$ cat config.mk
export PLATFORM = sky130hd
export DESIGN_NAME = sr_cmd_gen_flat
export DESIGN_NICKNAME = d
export VERILOG_FILES = /design/src/rtl/sr_cmd_gen_pkg.sv /design/src/rtl/sr_cmd_gen_if.sv /design/src/rtl/sr_cmd_gen_debounce.sv /design/src/rtl/sr_cmd_gen.sv /design/src/flat_wrapper.sv
export SDC_FILE = /design/constraint.sdc
export NUM_CORES = 1
export LEC_CHECK = 0
export ABC_CLOCK_PERIOD_IN_PS = 1700
export BUFFER_PORTS_ARGS = -buffer_cell sky130_fd_sc_hd__buf_2
export CORE_MARGIN = 2
export CORE_UTILIZATION = 40
export CTS_CLUSTER_DIAMETER = 50
export DETAILED_ROUTE_END_ITERATION = 10
export GPL_TIMING_DRIVEN = 0
export SYNTH_ARGS = -nofsm -noshare
export SYNTH_HDL_FRONTEND = slang
export SYNTH_SLANG_ARGS = --single-unit
$ cat constraint.sdc
create_clock -name clk -period 1.7 [get_ports clk]
set_clock_uncertainty 0.1 [all_clocks]
set_input_delay 0.255 -clock clk [delete_from_list [all_inputs] [get_ports clk]]
set_output_delay 0.255 -clock clk [all_outputs]
set_load 0.005 [all_outputs]
$ cat src/rtl/sr_cmd_gen_pkg.sv
// -----------------------------------------------------------------------------
// sr_cmd_pkg
// Shared types for the SR latch command generator: FSM states, command codes,
// synchroniser depth and the request-resolution helper.
// Optional feature macro: SR_CMD_PRIORITY_EN (simultaneous set/clear requests
// resolve to a clear command instead of being discarded).
// -----------------------------------------------------------------------------
package sr_cmd_pkg;

   localparam int SYNC_STAGES = 2;

   typedef enum logic [1:0] {
      IDLE      = 2'd0,
      DRIVE_SET = 2'd1,
      DRIVE_CLR = 2'd2,
      GUARD     = 2'd3
   } state_e;

   typedef enum logic [1:0] {
      CMD_NONE = 2'd0,
      CMD_SET  = 2'd1,
      CMD_CLR  = 2'd2
   } cmd_e;

   // Map one cycle of request pulses onto a command. A collision either
   // cancels everything or, with the priority option, becomes a clear.
   function automatic cmd_e resolve_cmd(input logic set_req, input logic clr_req);
      cmd_e cmd;
      if (set_req && clr_req) begin
`ifdef SR_CMD_PRIORITY_EN
         cmd = CMD_CLR;
`else
         cmd = CMD_NONE;
`endif
      end else if (set_req) begin
         cmd = CMD_SET;
      end else if (clr_req) begin
         cmd = CMD_CLR;
      end else begin
         cmd = CMD_NONE;
      end
      return cmd;
   endfunction

endpackage

$ cat src/rtl/sr_cmd_gen_if.sv
// -----------------------------------------------------------------------------
// sr_cmd_gen_if
// Request/command bundle between a requester and the SR command generator.
//   set_in, clr_in : raw asynchronous request lines (requester -> generator)
//   en, s, r       : latch enable / set / reset commands
//   busy           : generator is executing or guarding a command
//   conflict       : one-cycle collision status pulse
// Modports: master = requester / latch side, slave = sr_cmd_gen.
// -----------------------------------------------------------------------------
interface sr_cmd_gen_if;
   logic set_in;
   logic clr_in;
   logic en;
   logic s;
   logic r;
   logic busy;
   logic conflict;

   modport master (output set_in, output clr_in,
                   input  en, input s, input r, input busy, input conflict);
   modport slave  (input  set_in, input clr_in,
                   output en, output s, output r, output busy, output conflict);
endinterface

$ cat src/rtl/sr_cmd_gen_debounce.sv
// -----------------------------------------------------------------------------
// sr_debounce
// Synchronises one raw request line, debounces it and emits a one-cycle
// request pulse on every 0->1 change of the debounced level.
//   clk, rst : system clock, asynchronous active-high reset
//   i_raw    : raw asynchronous input
//   o_req    : registered one-cycle request pulse
// -----------------------------------------------------------------------------
module sr_debounce
   import sr_cmd_pkg::*;
#(
   parameter int DB_CYCLES = 4,
   parameter int CNT_W     = 8
) (
   input  logic clk,
   input  logic rst,
   input  logic i_raw,
   output logic o_req
);

   localparam logic [CNT_W-1:0] DB_LAST = CNT_W'(DB_CYCLES - 1);

   logic [SYNC_STAGES-1:0] r_sync;
   logic [CNT_W-1:0]       r_cnt;
   logic                   r_level;
   logic                   r_level_d;
   logic                   r_req;
   logic                   w_sync;

   assign w_sync = r_sync[SYNC_STAGES-1];
   assign o_req  = r_req;

   // Two-flop synchroniser for the asynchronous raw input.
   always_ff @(posedge clk or posedge rst) begin
      if (rst) begin
         r_sync <= '0;
      end else begin
         r_sync <= {r_sync[SYNC_STAGES-2:0], i_raw};
      end
   end

   // Debounce: the level flips only after DB_CYCLES consecutive differing samples.
   always_ff @(posedge clk or posedge rst) begin
      if (rst) begin
         r_cnt   <= '0;
         r_level <= 1'b0;
      end else if (w_sync == r_level) begin
         r_cnt <= '0;
      end else if (r_cnt == DB_LAST) begin
         r_level <= w_sync;
         r_cnt   <= '0;
      end else begin
         r_cnt <= r_cnt + CNT_W'(1);
      end
   end

   // Rising-edge detect on the debounced level; falling edges are ignored.
   always_ff @(posedge clk or posedge rst) begin
      if (rst) begin
         r_level_d <= 1'b0;
         r_req     <= 1'b0;
      end else begin
         r_level_d <= r_level;
         r_req     <= r_level & ~r_level_d;
      end
   end

endmodule

$ cat src/rtl/sr_cmd_gen.sv
// -----------------------------------------------------------------------------
// sr_cmd_gen
// Turns bouncy asynchronous set/clear request lines into clean, one-at-a-time
// gated SR latch commands. s and r are never high together and only change
// while en is low or on the edge where en itself changes.
//   clk  : system clock (rising edge)
//   rst  : asynchronous active-high reset
//   bus  : sr_cmd_gen_if.slave (set_in, clr_in in; en, s, r, busy, conflict out)
// Parameters: DB_CYCLES (debounce length), PULSE_LEN (en high time per
// command), CNT_W (counter width, must hold both).
// Optional feature macro: SR_CMD_PRIORITY_EN (collisions become clear commands).
// -----------------------------------------------------------------------------
module sr_cmd_gen
   import sr_cmd_pkg::*;
#(
   parameter int DB_CYCLES = 4,
   parameter int PULSE_LEN = 1,
   parameter int CNT_W     = 8
) (
   input  logic         clk,
   input  logic         rst,
   sr_cmd_gen_if.slave  bus
);

   localparam logic [CNT_W-1:0] PULSE_LAST = CNT_W'(PULSE_LEN - 1);

   logic             w_set_req;
   logic             w_clr_req;
   logic             w_any_req;
   cmd_e             w_new_cmd;
   cmd_e             w_start;
   state_e           r_state;
   cmd_e             r_pend;
   logic [CNT_W-1:0] r_pcnt;
   logic             r_en;
   logic             r_s;
   logic             r_r;
   logic             r_busy;
   logic             r_conflict;

   sr_debounce #(.DB_CYCLES(DB_CYCLES), .CNT_W(CNT_W)) u_db_set (
      .clk   (clk),
      .rst   (rst),
      .i_raw (bus.set_in),
      .o_req (w_set_req)
   );

   sr_debounce #(.DB_CYCLES(DB_CYCLES), .CNT_W(CNT_W)) u_db_clr (
      .clk   (clk),
      .rst   (rst),
      .i_raw (bus.clr_in),
      .o_req (w_clr_req)
   );

   assign w_any_req = w_set_req | w_clr_req;
   assign w_new_cmd = resolve_cmd(w_set_req, w_clr_req);

   // Command to launch from IDLE: a fresh request beats the pending slot.
   always_comb begin
      w_start = CMD_NONE;
      if (w_any_req) begin
         w_start = w_new_cmd;
      end else begin
         w_start = r_pend;
      end
   end

   // Command FSM with pending slot and registered latch outputs.
   always_ff @(posedge clk or posedge rst) begin
      if (rst) begin
         r_state    <= IDLE;
         r_pend     <= CMD_NONE;
         r_pcnt     <= '0;
         r_en       <= 1'b0;
         r_s        <= 1'b0;
         r_r        <= 1'b0;
         r_busy     <= 1'b0;
         r_conflict <= 1'b0;
      end else begin
         r_conflict <= w_set_req & w_clr_req;
         case (r_state)
            IDLE: begin
               // Slot is either consumed now or superseded by a new request.
               r_pend <= CMD_NONE;
               r_pcnt <= '0;
               case (w_start)
                  CMD_SET: begin
                     r_state <= DRIVE_SET;
                     r_en    <= 1'b1;
                     r_s     <= 1'b1;
                     r_r     <= 1'b0;
                     r_busy  <= 1'b1;
                  end
                  CMD_CLR: begin
                     r_state <= DRIVE_CLR;
                     r_en    <= 1'b1;
                     r_s     <= 1'b0;
                     r_r     <= 1'b1;
                     r_busy  <= 1'b1;
                  end
                  default: begin
                     r_state <= IDLE;
                     r_en    <= 1'b0;
                     r_s     <= 1'b0;
                     r_r     <= 1'b0;
                     r_busy  <= 1'b0;
                  end
               endcase
            end
            DRIVE_SET, DRIVE_CLR: begin
               if (w_any_req) begin
                  r_pend <= w_new_cmd;
               end else begin
                  r_pend <= r_pend;
               end
               if (r_pcnt == PULSE_LAST) begin
                  // en, s and r all drop together on this edge.
                  r_state <= GUARD;
                  r_pcnt  <= '0;
                  r_en    <= 1'b0;
                  r_s     <= 1'b0;
                  r_r     <= 1'b0;
               end else begin
                  r_pcnt <= r_pcnt + CNT_W'(1);
               end
            end
            GUARD: begin
               if (w_any_req) begin
                  r_pend <= w_new_cmd;
               end else begin
                  r_pend <= r_pend;
               end
               r_state <= IDLE;
               r_busy  <= 1'b0;
            end
            default: begin
               r_state <= IDLE;
               r_pend  <= CMD_NONE;
               r_pcnt  <= '0;
               r_en    <= 1'b0;
               r_s     <= 1'b0;
               r_r     <= 1'b0;
               r_busy  <= 1'b0;
            end
         endcase
      end
   end

   assign bus.en       = r_en;
   assign bus.s        = r_s;
   assign bus.r        = r_r;
   assign bus.busy     = r_busy;
   assign bus.conflict = r_conflict;

endmodule

$ cat src/flat_wrapper.sv
// flat-port wrapper written by rule: the top's interface ports become plain ports
module sr_cmd_gen_flat import sr_cmd_pkg::*;
#(
   parameter int DB_CYCLES = 4,
   parameter int PULSE_LEN = 1,
   parameter int CNT_W     = 8
)
  (clk, rst, bus_set_in, bus_clr_in, bus_en, bus_s, bus_r, bus_busy, bus_conflict);
  sr_cmd_gen_if bus_i ();
  input  logic clk;
  input  logic rst;
  input wire logic [$bits(bus_i.set_in)-1:0] bus_set_in;
  input wire logic [$bits(bus_i.clr_in)-1:0] bus_clr_in;
  output wire logic [$bits(bus_i.en)-1:0] bus_en;
  output wire logic [$bits(bus_i.s)-1:0] bus_s;
  output wire logic [$bits(bus_i.r)-1:0] bus_r;
  output wire logic [$bits(bus_i.busy)-1:0] bus_busy;
  output wire logic [$bits(bus_i.conflict)-1:0] bus_conflict;
  assign bus_i.set_in = bus_set_in;
  assign bus_i.clr_in = bus_clr_in;
  assign bus_en = bus_i.en;
  assign bus_s = bus_i.s;
  assign bus_r = bus_i.r;
  assign bus_busy = bus_i.busy;
  assign bus_conflict = bus_i.conflict;
  sr_cmd_gen #(.DB_CYCLES(DB_CYCLES), .PULSE_LEN(PULSE_LEN), .CNT_W(CNT_W)) u_core (.clk(clk), .rst(rst), .bus(bus_i));
endmodule
==> flow_summary.json <==
{
  "chipHeight_microns": 74.4,
  "routabilityCongestion": 0.794,
  "postSynthAreaPerCell_sq_um": 10.7,
  "grt_overflow": 0,
  "cts_max_level": 2,
  "routed_wl_microns": 3390,
  "p_sw_w": 0.00109,
  "grt_pass1_vias": 1340,
  "crit_fanout": 3,
  "startpoint": "u_core.r_pcnt[1]",
  "ys_seq_area_share_pct": 54.3,
  "dpl_cell_area_sq_mm": 0.00213,
  "violations": "negative setup slack",
  "critical_path_required_ns": 1.74,
  "critical_path.endpoint_type": "flip-flop",
  "rsz0062_at_grt": "yes",
  "detail_route.wl_per_cell_microns": 12.1,
  "cts_buffers": 5,
  "critPathKind": "reg2reg",
  "place_hpwl_microns": 2230,
  "setup_viol": 11,
  "synth.distinct_cells": 31,
  "vdd.ir_drop.worst_mv": 0.665,
  "min_from": "u_core.u_db_set.r_sync[0]",
  "antenna_cells": 0,
  "buffer_ports.inserted": 8,
  "drt-pass1-iter-count": 4,
  "p_clk_share_pct": 22.0,
  "maxSlewViolCount": 0,
  "p_leak_nw": 1.11,
  "switching_share_pct": 34.4,
  "seqPwrFrac_pct": 45.5,
  "critPathArrivalTime_ns": 2.02,
  "cp-start-kind": "flip-flop",
  "ys_warn_count": 0,
  "clk_pin_slew_ns": 0.08,
  "die_w_microns": 74.4,
  "setup_ws_ns": -0.279,
  "grt_max_degree": 40,
  "dieArea_sq_mm": 0.00553,
  "stdcell_area_sq_mm": 0.00236,
  "ys_ff_latch": 43,
  "start_util_pct": 41.7,
  "postRouteAntennaNets": 0,
  "status": "finished with violations",
  "cap_violations": 0,
  "finalHoldViolations": 0,
  "tightestPinTransition_ns": 0.427,
  "worst_skew_pair.late_latency_ns": 0.29,
  "power_density_mw_per_mm2": 1340,
  "core_sq_mm": 0.00475,
  "synth_area_sq_mm": 0.00198,
  "drive_gt1_share_pct": 18.8,
  "antenna_found_initial": 0,
  "num_rows": 25,
  "slew_headroom_pct": 71.5,
  "period_minus_slack_ns": 1.98,
  "grt_pass1_wl_microns": 5950,
  "power_frac_comb_pct": 32.5,
  "hp-class": "reg2reg",
  "drc": 0,
  "cts-root-buf": "clkbuf_8",
  "syn_to_final_growth_pct": 18.9,
  "synth_nets": 198,
  "nets": 225,
  "drtIter0Drc": 22,
  "clk_path_buf_depth": 2,
  "cts_tree": "done",
  "viasPerCell": 4.82,
  "r2r-start": "u_core.r_pcnt[1]",
  "grt_usage_pct": 14.1,
  "pin_count": 9,
  "p_int_w": 0.00208,
  "fmax_mhz": 505,
  "cts_sinks": 43,
  "vias": 1350,
  "netlist_instances": 185,
  "dp_slack_ns": -0.434,
  "post-route-period-util_pct": 116
}
## cells in the mapped netlist
cell type  instances  area [sq um]
a21o_1             1          7.51
a21oi_1            3          15.0
a22o_1             4          35.0
a311oi_1           2          17.5
and3_1             7          43.8
clkbuf_1           3          11.3
dfrtp_1           43          1080
ha_1               9           113
inv_1             10          37.5
mux2_2             2          22.5
mux2i_1            3          30.0
nand2_1           14          52.6
nand2b_1           1          6.26
nand3_1           15          75.1
nor2_1            22          82.6
nor2_2             1          6.26
nor2b_1            5          31.3
nor3_1             6          30.0
nor4_2             1          12.5
nor4b_1            2          17.5
o21a_1             2          15.0
o21ai_0            5          25.0
o21ai_2            1          8.76
o22ai_1            3          18.8
o41ai_4            1          27.5
or2_2              1          6.26
or3_1              1          6.26
or4_1              2          15.0
or4b_4             1          13.8
xnor2_1            3          26.3
xor2_1            11          96.3
## kinds of logic after synthesis
| group | count (synthesis) | synth area share, % |
|---|---|---|
| buffers and inverters | 13 | 2.46 |
| AO/OA/AOI/OAI | 22 | 8.59 |
| multiplexers | 5 | 2.65 |
| flip-flops | 43 | 54.3 |
| XOR/XNOR | 14 | 6.19 |
| adder cells (fa/ha/maj) | 9 | 5.68 |
| AND/OR/NAND/NOR | 79 | 20.1 |
## power by group through the flow
stage | combinational (W) | sequential, W | clock [W]
floorplan | 0.000756 | 0.00142 | 0
detailed placement | 0.000986 | 0.00146 | 0
CTS | 0.00100 | 0.00144 | 0.000727
global route | 0.00116 | 0.00148 | 0.000771
finish | 0.00103 | 0.00144 | 0.000696
global placement | 0.000976 | 0.00145 | 0
## placed cells by master, fill, tap and decap left out, types with 2 or more instances in the layout
cell type      Yosys  layout
nand3_1           15      15
a22o_1             4       4
nand2_1           14      13
xnor2_1            3       3
or4_1              2       2
dfrtp_1           43      43
clkbuf_8           0       7
clkbuf_1           3       2
mux2i_1            3       3
nor2b_1            5       5
buf_4              0       7
o22ai_1            3       3
o21a_1             2       2
ha_1               9       8
inv_1             10       9
and3_1             7       7
o21ai_0            5       3
a21oi_1            3       3
nor2_1            22      22
mux2_2             2       2
xor2_1            11      11
dlygate4sd3_1      0       3
o21ai_2            1       2
buf_2              0       9
nor3_1             6       6
## registers in the layout (all words and copies together) (netlist names), 2 cells and up
register                cells
u_core.r_state              2
u_core.u_db_set.r_cnt       8
u_core.u_db_clr.r_cnt       8
u_core.r_pend               2
u_core.u_db_set.r_sync      2
u_core.u_db_clr.r_sync      2
u_core.r_pcnt               8
## final timing paths
kind / depth (start not counted) / endpoint / slack (ns)
max: 7 / u_core.r_state[1] / -0.28
min: 0 / u_core.u_db_set.r_sync[1] / 0.25
max reg2reg: 7 / u_core.r_state[1] / -0.28
min reg2reg: 0 / u_core.u_db_set.r_sync[1] / 0.25
max in group asynchronous: 4 / u_core.u_db_set.r_level_d / 0.81
min in group asynchronous: 3 / u_core.u_db_set.r_cnt[6] / 0.29
## per-stage QoR
step                utilization, %  total power, W  hold WS (ns)  setup TNS [ns]  instances
floorplan                        -         0.00217         0.186           -1.60        185
global placement              44.3         0.00243         0.232          -14.63        260
detailed placement            44.7         0.00244        0.0450           -4.04        261
CTS                           48.3         0.00316         0.255           -3.24        277
global route                  49.6         0.00341         0.260           -3.18        280
finish                        49.6         0.00316         0.251           -2.22        280
## layer usage
layer  global-route usage, %  up-vias  routed length, microns
met4                    6.35        0                      44
li1                        -      694                       -
met5                       0        -                       0
met3                    4.20        4                      92
met1                    18.1      637                    1690
met2                    22.2       15                    1570
## repair_timing
| item | in CTS | in global routing |
|---|---|---|
| hold endpoints to repair | 45 | 0 |
| cloned | 0 | 0 |
| pin swaps | 3 | 6 |
| hold buffers | 3 | 0 |
| endpoints found under the setup margin | 13 | 21 |
| setup buffers | 5 | 3 |
| resized for setup | 4 | 10 |
## cell type report
cell class / instances / area (sq um)
Timing Repair Buffer: 20 / 154
Fill cell: 466 / 2400
Inverter: 10 / 37.5
Multi-Input combinational cell: 129 / 892
Clock buffer: 8 / 100
Sequential cell: 43 / 1080
Buffer: 3 / 13.8
Tap cell: 67 / 83.8
## worst max-delay path: stages (launching register included)
cell      delay (ns)
dfrtp_1         0.39
inv_1           0.05
ha_1            0.12
or4b_4          0.49
buf_4           0.16
nor4_4          0.26
buf_4           0.17
a311oi_2        0.09
Note: power is estimated with default switching activity, not from simulation.
